<file path="src/rtl/uart_receive_if.sv">
// ============================================================================
//  Module   : uart_receive_if
//  Purpose  : CPU bus view of the UART receiver. Carries the chip-select and
//             read decode inputs, and returns the received byte and status
//             flags.
//  Revision : 1.0 - initial release
// ============================================================================
`default_nettype none

interface uart_receive_if;
  logic       iocs;
  logic       iorw;
  logic [1:0] ioaddr;
  logic [7:0] rx_data;
  logic       rda;
  logic       framing_err;
  logic       overrun_err;
  logic       parity_err;

  // CPU side: issues bus cycles and observes the receiver
  modport master (
    output iocs, iorw, ioaddr,
    input  rx_data, rda, framing_err, overrun_err, parity_err
  );

  // Receiver side: decodes bus cycles and presents data and status
  modport slave (
    input  iocs, iorw, ioaddr,
    output rx_data, rda, framing_err, overrun_err, parity_err
  );
endinterface

`default_nettype wire

</file>
<file path="src/rtl/uart_receive.sv">
// ============================================================================
//  Module   : uart_receive
//  Purpose  : UART receiver. Deserialises an idle-high, LSB-first frame
//             (start, 8 data bits, optional even parity, stop) from rxd
//             using an oversampled baud enable. Holds the byte for the CPU
//             and keeps sticky framing, overrun and parity error flags.
//  Options  : UART_RX_PARITY_EN - when defined, adds one even-parity bit
//             between the data and stop bits. When undefined, the frame is
//             10 bits long and parity_err reads as 0.
//  Revision : 1.0 - initial release
// ============================================================================
`default_nettype none

module uart_receive #(
  parameter int OVERSAMPLE = 16
) (
  input  logic         clk,
  input  logic         rst,
  input  logic         brg_en,
  input  logic         rxd,
  uart_receive_if.slave bus
);

  localparam int                c_tick_w    = (OVERSAMPLE > 1) ? $clog2(OVERSAMPLE) : 1;
  localparam logic [c_tick_w-1:0] c_tick_last = c_tick_w'(OVERSAMPLE - 1);
  localparam logic [c_tick_w-1:0] c_tick_half = c_tick_w'(OVERSAMPLE / 2 - 1);

  typedef enum logic [2:0] {
    ST_IDLE   = 3'd0,
    ST_START  = 3'd1,
    ST_DATA   = 3'd2,
    ST_PARITY = 3'd3,
    ST_STOP   = 3'd4
  } state_t;

  state_t              r_state;
  logic [c_tick_w-1:0] r_tick;
  logic [2:0]          r_bit_cnt;
  logic [7:0]          r_shift;
  logic                r_rxd_meta;
  logic                r_rxd_s;
  logic [7:0]          r_rx_data;
  logic                r_rda;
  logic                r_framing_err;
  logic                r_overrun_err;

  // Bus reads take effect at the clock edge; writes are ignored.
  logic w_rd_data;
  logic w_rd_stat;
  assign w_rd_data = bus.iocs & bus.iorw & (bus.ioaddr == 2'd0);
  assign w_rd_stat = bus.iocs & bus.iorw & (bus.ioaddr == 2'd1);

`ifdef UART_RX_PARITY_EN
  logic r_parity_err;
`endif

  // Synchroniser, receive FSM, and flag set/clear. Later assignments in this
  // block override the bus clears, so a flag being set in the same cycle as
  // a read wins.
  always_ff @(posedge clk) begin
    if (!rst) begin
      r_state       <= ST_IDLE;
      r_tick        <= '0;
      r_bit_cnt     <= '0;
      r_shift       <= '0;
      r_rxd_meta    <= 1'b1;
      r_rxd_s       <= 1'b1;
      r_rx_data     <= '0;
      r_rda         <= 1'b0;
      r_framing_err <= 1'b0;
      r_overrun_err <= 1'b0;
`ifdef UART_RX_PARITY_EN
      r_parity_err  <= 1'b0;
`endif
    end else begin
      r_rxd_meta <= rxd;
      r_rxd_s    <= r_rxd_meta;

      if (w_rd_data) begin
        r_rda <= 1'b0;
      end
      if (w_rd_stat) begin
        r_framing_err <= 1'b0;
        r_overrun_err <= 1'b0;
`ifdef UART_RX_PARITY_EN
        r_parity_err  <= 1'b0;
`endif
      end

      if (brg_en) begin
        case (r_state)
          ST_IDLE: begin
            if (!r_rxd_s) begin
              r_state <= ST_START;
              r_tick  <= '0;
            end
          end

          // Re-check the line half a bit later to reject glitches.
          ST_START: begin
            if (r_tick == c_tick_half) begin
              if (!r_rxd_s) begin
                r_state   <= ST_DATA;
                r_tick    <= '0;
                r_bit_cnt <= '0;
              end else begin
                r_state <= ST_IDLE;
              end
            end else begin
              r_tick <= r_tick + 1'b1;
            end
          end

          // Sample mid-bit; right shift so bit 0 ends up in r_shift[0].
          ST_DATA: begin
            if (r_tick == c_tick_last) begin
              r_tick    <= '0;
              r_shift   <= {r_rxd_s, r_shift[7:1]};
              r_bit_cnt <= r_bit_cnt + 1'b1;
              if (r_bit_cnt == 3'd7) begin
`ifdef UART_RX_PARITY_EN
                r_state <= ST_PARITY;
`else
                r_state <= ST_STOP;
`endif
              end
            end else begin
              r_tick <= r_tick + 1'b1;
            end
          end

`ifdef UART_RX_PARITY_EN
          // Even parity: the parity bit equals the XOR of the data bits.
          ST_PARITY: begin
            if (r_tick == c_tick_last) begin
              r_tick  <= '0;
              r_state <= ST_STOP;
              if (r_rxd_s != ^r_shift) begin
                r_parity_err <= 1'b1;
              end
            end else begin
              r_tick <= r_tick + 1'b1;
            end
          end
`endif

          // Good stop delivers the byte; a read in this same cycle keeps rda
          // set and is not an overrun.
          ST_STOP: begin
            if (r_tick == c_tick_last) begin
              r_tick  <= '0;
              r_state <= ST_IDLE;
              if (r_rxd_s) begin
                r_rx_data <= r_shift;
                r_rda     <= 1'b1;
                if (r_rda && !w_rd_data) begin
                  r_overrun_err <= 1'b1;
                end
              end else begin
                r_framing_err <= 1'b1;
              end
            end else begin
              r_tick <= r_tick + 1'b1;
            end
          end

          default: begin
            r_state <= ST_IDLE;
            r_tick  <= '0;
          end
        endcase
      end
    end
  end

  assign bus.rx_data     = r_rx_data;
  assign bus.rda         = r_rda;
  assign bus.framing_err = r_framing_err;
  assign bus.overrun_err = r_overrun_err;
`ifdef UART_RX_PARITY_EN
  assign bus.parity_err  = r_parity_err;
`else
  assign bus.parity_err  = 1'b0;
`endif

endmodule

`default_nettype wire

</file>
<file path="src/flat_wrapper.sv">
// flat-port wrapper written by rule: the top's interface ports become plain ports
module uart_receive_flat 
#(
  parameter int OVERSAMPLE = 16
)
  (clk, rst, brg_en, rxd, bus_iocs, bus_iorw, bus_ioaddr, bus_rx_data, bus_rda, bus_framing_err, bus_overrun_err, bus_parity_err);
  uart_receive_if bus_i ();
  input  logic clk;
  input  logic rst;
  input  logic brg_en;
  input  logic rxd;
  input wire logic [$bits(bus_i.iocs)-1:0] bus_iocs;
  input wire logic [$bits(bus_i.iorw)-1:0] bus_iorw;
  input wire logic [$bits(bus_i.ioaddr)-1:0] bus_ioaddr;
  output wire logic [$bits(bus_i.rx_data)-1:0] bus_rx_data;
  output wire logic [$bits(bus_i.rda)-1:0] bus_rda;
  output wire logic [$bits(bus_i.framing_err)-1:0] bus_framing_err;
  output wire logic [$bits(bus_i.overrun_err)-1:0] bus_overrun_err;
  output wire logic [$bits(bus_i.parity_err)-1:0] bus_parity_err;
  assign bus_i.iocs = bus_iocs;
  assign bus_i.iorw = bus_iorw;
  assign bus_i.ioaddr = bus_ioaddr;
  assign bus_rx_data = bus_i.rx_data;
  assign bus_rda = bus_i.rda;
  assign bus_framing_err = bus_i.framing_err;
  assign bus_overrun_err = bus_i.overrun_err;
  assign bus_parity_err = bus_i.parity_err;
  uart_receive #(.OVERSAMPLE(OVERSAMPLE)) u_core (.clk(clk), .rst(rst), .brg_en(brg_en), .rxd(rxd), .bus(bus_i));
endmodule
</file>
<file path="config.mk">
export PLATFORM = sky130hd
export DESIGN_NAME = uart_receive_flat
export DESIGN_NICKNAME = d
export VERILOG_FILES = /design/src/rtl/uart_receive_if.sv /design/src/rtl/uart_receive.sv /design/src/flat_wrapper.sv
export SDC_FILE = /design/constraint.sdc
export NUM_CORES = 1
export LEC_CHECK = 0
export ABC_AREA = 0
export CAP_MARGIN = 20
export CORE_MARGIN = 2
export CORE_UTILIZATION = 35
export CTS_CLUSTER_DIAMETER = 40
export DETAILED_ROUTE_END_ITERATION = 8
export PLACE_DENSITY = 0.62
export SYNTH_ARGS = -nofsm -noshare
export SYNTH_HDL_FRONTEND = slang
export SYNTH_SLANG_ARGS = --single-unit
</file>
<file path="constraint.sdc">
create_clock -name clk -period 2 [get_ports clk]
set_clock_uncertainty 0.2 [all_clocks]
set_input_delay 0.4 -clock clk [delete_from_list [all_inputs] [get_ports clk]]
set_output_delay 0.4 -clock clk [all_outputs]
set_load 0.01 [all_outputs]
</file>
-- Word-level counts from Yosys, hierarchy flattened
Cells that the tools add are included.
- equal/unequal tests: 13
- muxes and demuxes: 31
- add/sub/neg operators: 2
- bitwise logic cells: 3
- reductions and logical operators: 10
- operators by type and width (kind ; number):
    $mux 3 ; 8
    $mux 1 ; 16
    $mux 4 ; 3
    $pmux 3 s4 ; 1
    $pmux 4 s3 ; 1
    $ne 2x1->1 const B ; 4
    $eq 3x3->1 const B ; 2
    $pmux 3 s2 ; 1
    $reduce_and 6->1 ; 1
    $reduce_and 5->1 ; 1
    $add 4x1->4 const B ; 1
    $eq 4x3->1 const B ; 1
    $eq 4x4->1 const B ; 1
    $ne 2x2->1 const B ; 2
    $reduce_and 4->1 ; 1
    $add 3x1->3 const B ; 1
    $and 1x1->1 ; 3
    $eq 3x1->1 const B ; 1
    $eq 3x2->1 const B ; 1
    $logic_not 3->1 ; 1
    $reduce_and 3->1 ; 1
    $eq 2x1->1 const B ; 1
    $logic_not 2->1 ; 1
    $mux 2 ; 1
    other kinds (4) ; 4
- bits in registers: 31
- bits of input ports: 8
- output and inout bits: 12
- logic and storage cells: 69

-- Logic depth before layout (Yosys ltp)
- word-level depth: 9
- mapped depth: 7
- gate-level depth less buffers: 5

-- Worst setup path before layout
Ideal clock, no wire load.
- kind: flip-flop to flip-flop
- from: register u_core.r_tick[3]
- to: register u_core.r_bit_cnt[0]
- slack: 69 ps
- clock period less this slack: 1931 ps
- arrival: 1603 ps
- required time: 1672 ps
- setup time: 128 ps
- cell stages (with the launch flop): 6
- buffers on the path: 1
- path through: dfxtp_1 > buf_6 > or4b_4 > a2111oi_4 > mux2i_1 > nor2_1
- longest elaborated chain between the ends: 3
- elaborated cells between the ends (all ways): 5
- classes of those cells: eq/ne: 4; reduce/logical: 1
- ends and longest elaborated chain (item ; line ; text):
    start, declared ; uart_receive.sv:37 ; logic [c_tick_w-1:0] r_tick;
    start signal, assigned ; uart_receive.sv:110 ; r_tick <= r_tick + 1'b1;
    start signal, assigned ; uart_receive.sv:128 ; r_tick <= r_tick + 1'b1;
    start signal, assigned ; uart_receive.sv:163 ; r_tick <= r_tick + 1'b1;
    $eq 4x4->1 or $eq 4x3->1 (tied branches) ; uart_receive.sv:116, uart_receive.sv:101 ;
    $ne 2x1->1 (no source line) ; - ;
    $reduce_and 5->1 (no source line) * ; - ;
    end signal, assigned ; uart_receive.sv:119 ; r_bit_cnt <= r_bit_cnt + 1'b1;
    end, declared ; uart_receive.sv:38 ; logic [2:0] r_bit_cnt;
Every way passes the cells marked *; elsewhere a longest branch is shown, timed or not.
A chain may end at the register's enable or synchronous reset.

-- Worst setup path after layout
- from: register u_core.r_tick[3]
- to: register u_core.r_bit_cnt[2]
Same word-level chain as after synthesis.

==> results.sh <==
export IMPL_cts_tree="done"
export IMPL_seq_area_frac_synth=0.411
export IMPL_async_reset_ff_frac=0
export IMPL_synth_compound_area_frac=0.154
export IMPL_synth_edf_count=0
export IMPL_status="complete, no violations"
export IMPL_drt_total_wl_um=3320
export IMPL_min_delay_start="u_core.r_rxd_meta$_SDFF_PN1_"
export IMPL_htreeDepth=2
export IMPL_cts_buffer_depth=2
export IMPL_hold_path_cell_count=1
export IMPL_final_nets=198
export IMPL_cts_hold_fix_buffers=0
export IMPL_post_synth_mux_area_share=0.126
export IMPL_clk_pin_slew_ns=0.06
export IMPL_cts_sinks=31
export IMPL_sequentialPowerShare=0.532
export IMPL_grt_start_max_net_pins=29
export IMPL_syn2layout_area_growth_pct=25.7
export IMPL_synth_xor_area_share=0.0174
export IMPL_p_clk_frac=0.407
export IMPL_clkLatencyLatePin_ns=0.29
export IMPL_ant_nets=0
export IMPL_final_min_clock_period_ns=1.94
export IMPL_dp_cells=230
export IMPL_startpoint_type="flip-flop"
export IMPL_fp_dieW_um=69.7
export IMPL_internal_power_uw=896
export IMPL_synth_area_sq_um=1510
export IMPL_place_gp_congestion=0.898
export IMPL_setup_viol=0
export IMPL_syn_nets=173
export IMPL_coreArea_sq_um=4090
export IMPL_num_vias=1264
export IMPL_dpl_hpwl_um=2400
export IMPL_vdd_ir_drop_max_mv=0.379
export IMPL_fin_ws_ns=0.0583
export IMPL_p_total_mw=1.17
export IMPL_leakage_nw=0.743
export IMPL_antenna_found_initial=0
export IMPL_crit_type="reg -> reg"
export IMPL_route_detailed_drc=0
export IMPL_endpoint_kind="flip-flop"
export IMPL_cts_buffers=5
export IMPL_cp_required_ns=1.96
export IMPL_crit_fanout=3
export IMPL_die_area_sq_um=4860
export IMPL_drive_gt1_frac=0.138
export IMPL_power_switching_uw=276
export IMPL_yosys_warnings=0
export IMPL_min_to="u_core.r_rxd_s$_SDFF_PN1_"
export IMPL_io_pins=20
export IMPL_worstReg2RegStart="u_core.r_tick[3]$_SDFFE_PN0P_"
export IMPL_drt_pass1_iterations=4
export IMPL_dp_slack_ns=-0.0957
export IMPL_overflow=0
export IMPL_final_cell_mix="30 x dfxtp_1, 23 x nor2_1, 19 x mux2i_1, 18 x clkdlybuf4s50_1, 10 x buf_4"
export IMPL_maxCapViolCount=0
export IMPL_power_density_nw_per_um2=617
export IMPL_rows=23
export IMPL_start_util=0.370
export IMPL_die_h_um=69.7
export IMPL_netSwitchingFraction=0.236
export IMPL_crit_start="u_core.r_tick[3]$_SDFFE_PN0P_"
export IMPL_drt_initial_drc_count=61
export IMPL_ys_flop_type="dfxtp_1"
export IMPL_port_buffers=18
export IMPL_antennaDiodeCount=0
export IMPL_postCtsSetupRepairBufs=0
export IMPL_combinationalPowerShare=0.062
export IMPL_grt_setup_unrepaired="true"
export IMPL_hold_class="reg -> reg"
export IMPL_grt_util_all_layers=0.146
export IMPL_yosys_area_share_adder=0.0315
export IMPL_grt_pass1_wl_um=5530
export IMPL_avgSynthCellArea_sq_um=9.33
export IMPL_avgViaCountPerCell=5.31
export IMPL_synthSimpleGateAreaFrac=0.209
export IMPL_wl_per_cell_um=14.0
export IMPL_max_freq_mhz=515
export IMPL_synth_distinct_cells=49
export IMPL_r2r_cells=4
export IMPL_min_period_over_period=0.971
export IMPL_hold_viol_final=0
export IMPL_synth_cells=162
export IMPL_instances_no_fill=238
export IMPL_cts_root_buf="clkbuf_8"
export IMPL_final_common_cell="dfxtp_1"
export IMPL_cp_arrival_ns=1.90
export IMPL_drv_slew=0
export IMPL_ys_ff_latch=31
export IMPL_synth_top_family_by_area="simple AND/OR/NAND/NOR gates"
export IMPL_hold_ws_ns=0.223
export IMPL_first_global_vias=1228
export IMPL_worst_r2r_endpoint="u_core.r_bit_cnt[2]$_SDFFE_PN0P_"
export IMPL_ff2ff_setup_slack_ns=0.06
-- power groups by stage --
stage               clock network [mW]  logic [mW]  registers, mW
floorplan                            0      0.0403          0.636
global placement                     0      0.0700          0.637
detailed placement                   0      0.0716          0.637
CTS                              0.494      0.0717          0.623
global route                     0.515      0.0793          0.623
finish                           0.477      0.0724          0.623
-- timing repair --
item,CTS,global route
resized for setup,0,2
endpoints found under the setup margin,0,3
hold endpoints to repair,0,0
-- cell families after synthesis --
kind of cell / count (synthesis)
muxes: 19
adders and majority gates: 4
xor gates and xnor gates: 3
and+or+nand+nor: 58
other: 1
buffers and inverters: 15
DFF: 31
AOI/OAI and AO/OA: 31
-- critical path, cell delays in order (launching register included) --
cell and delay, ns:
dfxtp_2 0.32, or4b_4 0.55, a2111oi_4 0.43, mux2i_1 0.25
nor2_1 0.06
-- cell type report --
type | instances | area (sq um)
timing repair buffer | 30 | 295
tap | 50 | 62.6
multi-input combinational | 116 | 825
clock buffer | 6 | 72.6
fill | 397 | 2190
inverter | 3 | 11.3
sequential | 31 | 622
clock inverter | 2 | 12.5
-- flip-flops by register name, summed over array words and instances, names as in the netlist --
register and cells:
u_core.bus.overrun_err 1, u_core.r_tick 4, u_core.r_shift 8, u_core.r_bit_cnt 3, u_core.bus.framing_err 1, u_core.bus.rda 1
u_core.bus.rx_data 8, u_core.r_rxd_s 1, u_core.r_state 3, u_core.r_rxd_meta 1
-- per-stage QoR --
stage,TNS (ns),area [sq um],util
after floorplan,0,1510,-
after global placement,-0.0275,1810,0.442
after detailed placement,-0.249,1810,0.442
after CTS,0,1890,0.463
after global routing,-0.0676,1900,0.465
final,0,1900,0.465
-- worst max-delay path by stage --
stage | end | slack [ns] | depth (start not counted)
2_1_floorplan | u_core.r_bit_cnt[0]$_SDFFE_PN0P_ | 0.07 | 5
3_3_place_gp | u_core.r_bit_cnt[1]$_SDFFE_PN0P_ | -0.01 | 5
3_5_place_dp | u_core.r_bit_cnt[0]$_SDFFE_PN0P_ | -0.1 | 5
4_1_cts | u_core.r_bit_cnt[0]$_SDFFE_PN0P_ | 0.02 | 4
5_1_grt | u_core.r_bit_cnt[0]$_SDFFE_PN0P_ | -0.05 | 4
6_report | u_core.r_bit_cnt[2]$_SDFFE_PN0P_ | 0.06 | 4
-- per-layer routing --
layer | share of wire | wire length, um | global-route usage | vias to the layer above
met5 | 0 | 0 | 0 | -
met4 | 0.022 | 72 | 0.0769 | 0
met3 | 0.049 | 163 | 0.0407 | 8
met2 | 0.49 | 1630 | 0.247 | 29
met1 | 0.44 | 1460 | 0.167 | 592
li1 | - | - | - | 635
-- cell usage after synthesis (all sizes together) (2+ instances only) --
library cell / count / area (sq um)
nor3b: 2 / 15.0
clkbuf: 6 / 23.8
a21oi: 8 / 40.0
inv: 3 / 11.3
nand4b: 3 / 26.3
o21ai: 5 / 25.0
and3: 2 / 12.5
a211oi: 2 / 15.0
nand2b: 3 / 18.8
o31ai: 3 / 22.5
dfxtp: 31 / 621
buf: 6 / 38.8
xnor2: 2 / 17.5
nor2: 23 / 86.3
mux2i: 19 / 190
nand2: 7 / 26.3
nand3: 3 / 15.0
and2: 3 / 20.0
nand4: 3 / 18.8
a21o: 2 / 15.0
nor3: 2 / 10.0
ha: 3 / 37.5
Power figures use the tool's default switching activity.
==> RTL edit 1, RTL diff (same settings) <==
Register the inputs `brg_en` and `rxd` before use, without a reset. The logic sees them one clock later. The other inputs are not delayed to match.
--- a/src/rtl/uart_receive.sv
+++ b/src/rtl/uart_receive.sv
@@ -32,6 +32,14 @@
     ST_PARITY = 3'd3,
     ST_STOP   = 3'd4
   } state_t;
+
+  logic brg_en_q;
+  logic rxd_q;
+
+  always_ff @(posedge clk) begin
+    brg_en_q <= brg_en;
+    rxd_q    <= rxd;
+  end
 
   state_t              r_state;
   logic [c_tick_w-1:0] r_tick;
@@ -73,7 +81,7 @@
       r_parity_err  <= 1'b0;
 `endif
     end else begin
-      r_rxd_meta <= rxd;
+      r_rxd_meta <= rxd_q;
       r_rxd_s    <= r_rxd_meta;
 
       if (w_rd_data) begin
@@ -87,7 +95,7 @@
 `endif
       end
 
-      if (brg_en) begin
+      if (brg_en_q) begin
         case (r_state)
           ST_IDLE: begin
             if (!r_rxd_s) begin
Function: same outputs for any inputs over 10 cycles, from zero or initial values and one cycle with rst low; that may be too few to reach the edited logic, so the function may still have changed.
==> RTL edit 1 against the original RTL <==
- utilization down 0.72 points
- setup slack better by 0.061 ns
- cell count rose by 1.7%
- wire length decreased by 10%
- sequential cell count increased by 2
- total power increased by 4.1%
- sequential power rose by 7.7%
- worst hold slack worse by 0.011 ns
- cell area decreased by 2.2%
- area after synthesis shrank 1.2%
- first-iteration DRC count is 30% higher
==> RTL edit 1: results (changes against the original RTL) <==
Power
  – Peak supply drop: 305 uV (-20%)
  – Clock Power Share: 39.0% (-1.7 points)
  – Pint: 941 uW (+4.9%)

Synthesis
  – Mapped Nets: 176 (+1.7%)
  – Mux cell area share after synthesis: 6.71% (-5.9 points)
  – Top post-synthesis cells by area: dfxtp_1, mux2i_1, a21oi_1
  – FFs w/ async S/R, synth: 0% (unchanged)
  – Synth cell types: 43 (-12%)
  – Seq/Total Area, Yosys: 44.3% (+3.2 points)
  – Synth Area in XOR/XNOR: 0.587% (-1.2 points)
  – Synth Area in Compound Gates: 16.8% (+1.4 points)
  – Adder-cell share of the synthesized area: 2.51% (-0.63 points)
  – Commonest cells in the netlist: dfxtp_1, nand2_1, a21oi_1
  – Synth Instances: 165 (+1.9%)

GRT
  – First-pass GRT wire length: 5140 um (-7.1%)
  – Vias in the first global route: 1178 (-4.1%)
  – Gr usage total: 13.5% (-1.1 points)
  – Pin count of the biggest net entering global routing: 26 (-10%)

Detailed routing
  – Metal-1 WL: 1360 um (-6.9%)
  – DR WL/cell: 12.3 um (-12%)
  – Routed WL: 2990 um (-10%)
  – DRC violation total after the first TritonRoute iteration: 79 (+30%)
  – Initial DRT Pass Iterations: 4 (unchanged)
  – Met2 routed WL: 1420 um (-13%)
  – Post-DR vias/cell: 5.07 (-4.5%)

Worst setup path
  – Setup slack, reg-to-reg: 0.12 ns (+0.06 ns)
  – Worst path arrival time: 1.88 ns (-0.02 ns)
  – Cell family with most CP delay: compound AO/OA/AOI/OAI gates
  – FF-to-FF End: u_core.r_tick[0]
  – Reg-to-Reg Start: u_core.r_tick[0]
  – Crit path max fanout: 6 (+3)
  – R2R depth: 6 (+2)
  – Critical path's largest stage delay: 0.38 ns (-0.17 ns)
  – Crit-path slowest cell: dfxtp_1

Placement
  – DP Cell Count: 234 (+1.7%)
  – DP HPWL: 2190 um (-9.0%)
  – Placement Cell Area: 1760 um2 (-2.6%)
  – Final GP Congestion: 0.807 (-10%)

Clock tree
  – Clock tree root buffer cell: clkbuf_8

Min path
  – Worst Hold Launch: u_core.rxd_q
  – Hold Path End: u_core.r_rxd_meta

Finish
  – Final nets: 202 (+2.0%)
  – Diodes inserted: 0 (unchanged)
  – Share of cells above drive strength 1: 15.6% (+1.8 points)

Run status
  – Status: finished clean
RTL edit 1: cell types whose count changed in the layout (fill, tap and decap cells not counted), sizes merged, moves of 3 or more:
cell / change
nor2: -6
and2: -3
mux2i: -9
a21oi: +9
nand2: +14
nand3: +3
RTL edit 1: worst max path at each step:
stage,depth (start not counted),slack (ns),from,endpoint
after floorplan,6,0.11,u_core.r_tick[0],u_core.bus.overrun_err
after global placement,5,0.12,u_core.r_tick[0],u_core.bus.overrun_err
after detailed placement,6,0.07,u_core.r_tick[0],u_core.r_tick[0]
after CTS,5,0.04,u_core.r_tick[0],u_core.bus.overrun_err
after global routing,6,0.02,u_core.r_tick[0],u_core.r_tick[0]
final,6,0.12,u_core.r_tick[0],u_core.r_tick[0]
RTL edit 1: worst reg2reg max path: stages, from the launching register on:
cell       delay (ns)
dfxtp_1          0.38
ha_1             0.29
nand3b_1         0.12
a2111oi_2        0.37
buf_4            0.17
nor2_1           0.03
a211oi_1         0.22
RTL edit 1: per-layer routing:
layer  track usage (%)  up-vias
met5                 0        -
met4              7.19        0
met3              4.65        5
met2              22.3       28
met1              15.3      568
li1                  -      627
RTL edit 1: final cells by class:
type	count	area, um2
well taps	50	62.6
clock buffers	5	68.8
repair buffers	29	263
clock inverters	3	17.5
multi-input cells	117	767
inverters	5	18.8
fillers	407	2200
flip-flops and latches	33	661
RTL edit 1: metrics by stage:
stage	hold slack [ns]	total power, mW	setup WS [ns]
final	0.213	1.22	0.119
after global routing	0.227	1.27	0.0193
after CTS	0.220	1.24	0.0414
after detailed placement	0.202	0.758	0.0667
after global placement	0.189	0.756	0.119
after floorplan	0.186	0.725	0.113
RTL edit 1: timing repair:
action	in CTS	in global routing
hold endpoints to repair	0	0
resized for setup	0	3
endpoints found under the setup margin	0	5
==> RTL edit 2, RTL diff (same flow settings) <==
Made on the original files. Build with the macro `UART_RX_PARITY_EN` defined.
--- a/src/rtl/uart_receive.sv
+++ b/src/rtl/uart_receive.sv
@@ -10,6 +10,8 @@
 //  Revision : 1.0 - initial release
 // ============================================================================
 `default_nettype none
+
+`define UART_RX_PARITY_EN
 
 module uart_receive #(
   parameter int OVERSAMPLE = 16
Formal check against the unedited RTL: same outputs for any inputs over 10 cycles, from zero or initial values and one cycle with rst low; that may be too few to reach the edited logic, so the function may still have changed.
==> RTL edit 2 against the original RTL <==
- utilization fell by 1.8 points
- cell area rose by 2.4%
- area after synthesis rose by 5.1%
- sequential share of layout area rose by 0.31 points
- wire length rose by 2.6%
- total power rose by 14%
- setup slack improved by 0.038 ns
- sequential cell count rose by 1
- critical path type unchanged
- critical endpoint is now u_core.r_state[2]
- largest cell class unchanged
==> RTL edit 2: results (changes against the original RTL) <==
Finish
  – Multi-input gate area: 838 um2 (+1.7%)
  – Final nets: 200 (+1.0%)
  – Non-filler instance count after layout: 242 (+1.7%)
  – Share of cells above drive strength 1: 15.3% (+1.4 points)
  – Fill cells: 405 (+2.0%)

Detailed routing
  – Metal-1 WL: 1550 um (+6.3%)
  – Wire length on met3: 162 um (-0.61%)
  – Routed WL: 3410 um (+2.6%)
  – Vias: 1296 (+2.5%)
  – DRC violation total after the first TritonRoute iteration: 12 (-80%)
  – Met2 routed WL: 1620 um (-0.74%)

Power
  – Clock Power: 611 uW (+28%)
  – Leak: 0.770 nW (+3.6%)
  – Sequential Power: 650 uW (+4.3%)
  – Switching pwr: 285 uW (+3.3%)
  – Reg power frac: 48.8% (-4.4 points)
  – Peak supply drop: 640 uV (+69%)

Synthesis
  – Synth Instances: 165 (+1.9%)
  – Adder-cell share of the synthesized area: 2.36% (-0.78 points)
  – Mapped Nets: 176 (+1.7%)
  – Top post-synthesis cells by area: dfxtp_1, mux2i_1, nor2_1
  – Seq/Total Area, Yosys: 40.3% (-0.74 points)
  – Synth Area in Compound Gates: 13.7% (-1.7 points)
  – Commonest cells in the netlist: dfxtp_1, nor2_1, mux2i_1
  – Synth cell types: 50 (+2.0%)
  – Mux cell area share after synthesis: 11.3% (-1.2 points)
  – Synth Area in XOR/XNOR: 4.72% (+3.0 points)

Worst setup path
  – Crit path max fanout: 6 (+3)
  – Worst path arrival time: 1.88 ns (-0.02 ns)
  – Worst Setup SP: u_core.r_tick[0]
  – FF-to-FF End: u_core.r_state[2]
  – Critical path's largest stage delay: 0.40 ns (-0.15 ns)
  – Crit-path slowest cell: or3_4

Placement
  – PortBufs: 19 (+1)
  – Placement Cell Area: 1840 um2 (+1.7%)
  – Final GP Congestion: 0.900 (+0.13%)
  – DP HPWL: 2370 um (-1.2%)
  – Worst slack, placed: -0.0321 ns (+0.0636 ns)

GRT
  – Pin count of the biggest net entering global routing: 26 (-10%)
  – First-pass GRT wire length: 5770 um (+4.2%)
  – Gr usage total: 14.4% (-0.18 points)

Clock tree
  – CTS Buffer Depth: 2 (unchanged)
  – Clock Latency Late Sink: 0.29 ns (about the same)

Run status
  – Status: finished clean

Min path
  – Hold Path End: u_core.r_rxd_s

Timing
  – Fin crit period: 1.90 ns (-0.0384 ns)
  – Min Hold Slack: 0.216 ns (-0.00754 ns)
[RTL edit 2: changes by cell type after synthesis, sizes merged, moves of 2 or more]
| cell | before | now |
|---|---|---|
| clkbuf | 6 | 4 |
| xnor2 | 2 | 5 |
| o211ai | 1 | 3 |
| inv | 3 | 6 |
| a21o | 2 | 0 |
| nand2 | 7 | 9 |
| a31oi | 0 | 3 |
| nor4 | 0 | 3 |
| a21oi | 8 | 4 |
| nand4b | 3 | 1 |
| a31o | 0 | 2 |
| nor2 | 23 | 25 |
| and2 | 3 | 1 |
| a211oi | 2 | 0 |
[RTL edit 2: area by class of cell]
type / instances / share of cell area (%)
Sequential cell: 32 / 33.0
Clock inverter: 2 / 1.80
Multi-Input combinational cell: 116 / 43.1
Tap cell: 52 / 3.34
Inverter: 6 / 1.16
Clock buffer: 6 / 3.73
Timing Repair Buffer: 28 / 13.9
[RTL edit 2: routing by layer]
metal  vias to the layer above  track usage [%]
met5                         -                0
met4                         0             9.01
met3                         8             5.06
met2                        26             22.9
met1                       626             16.5
li1                        636                -
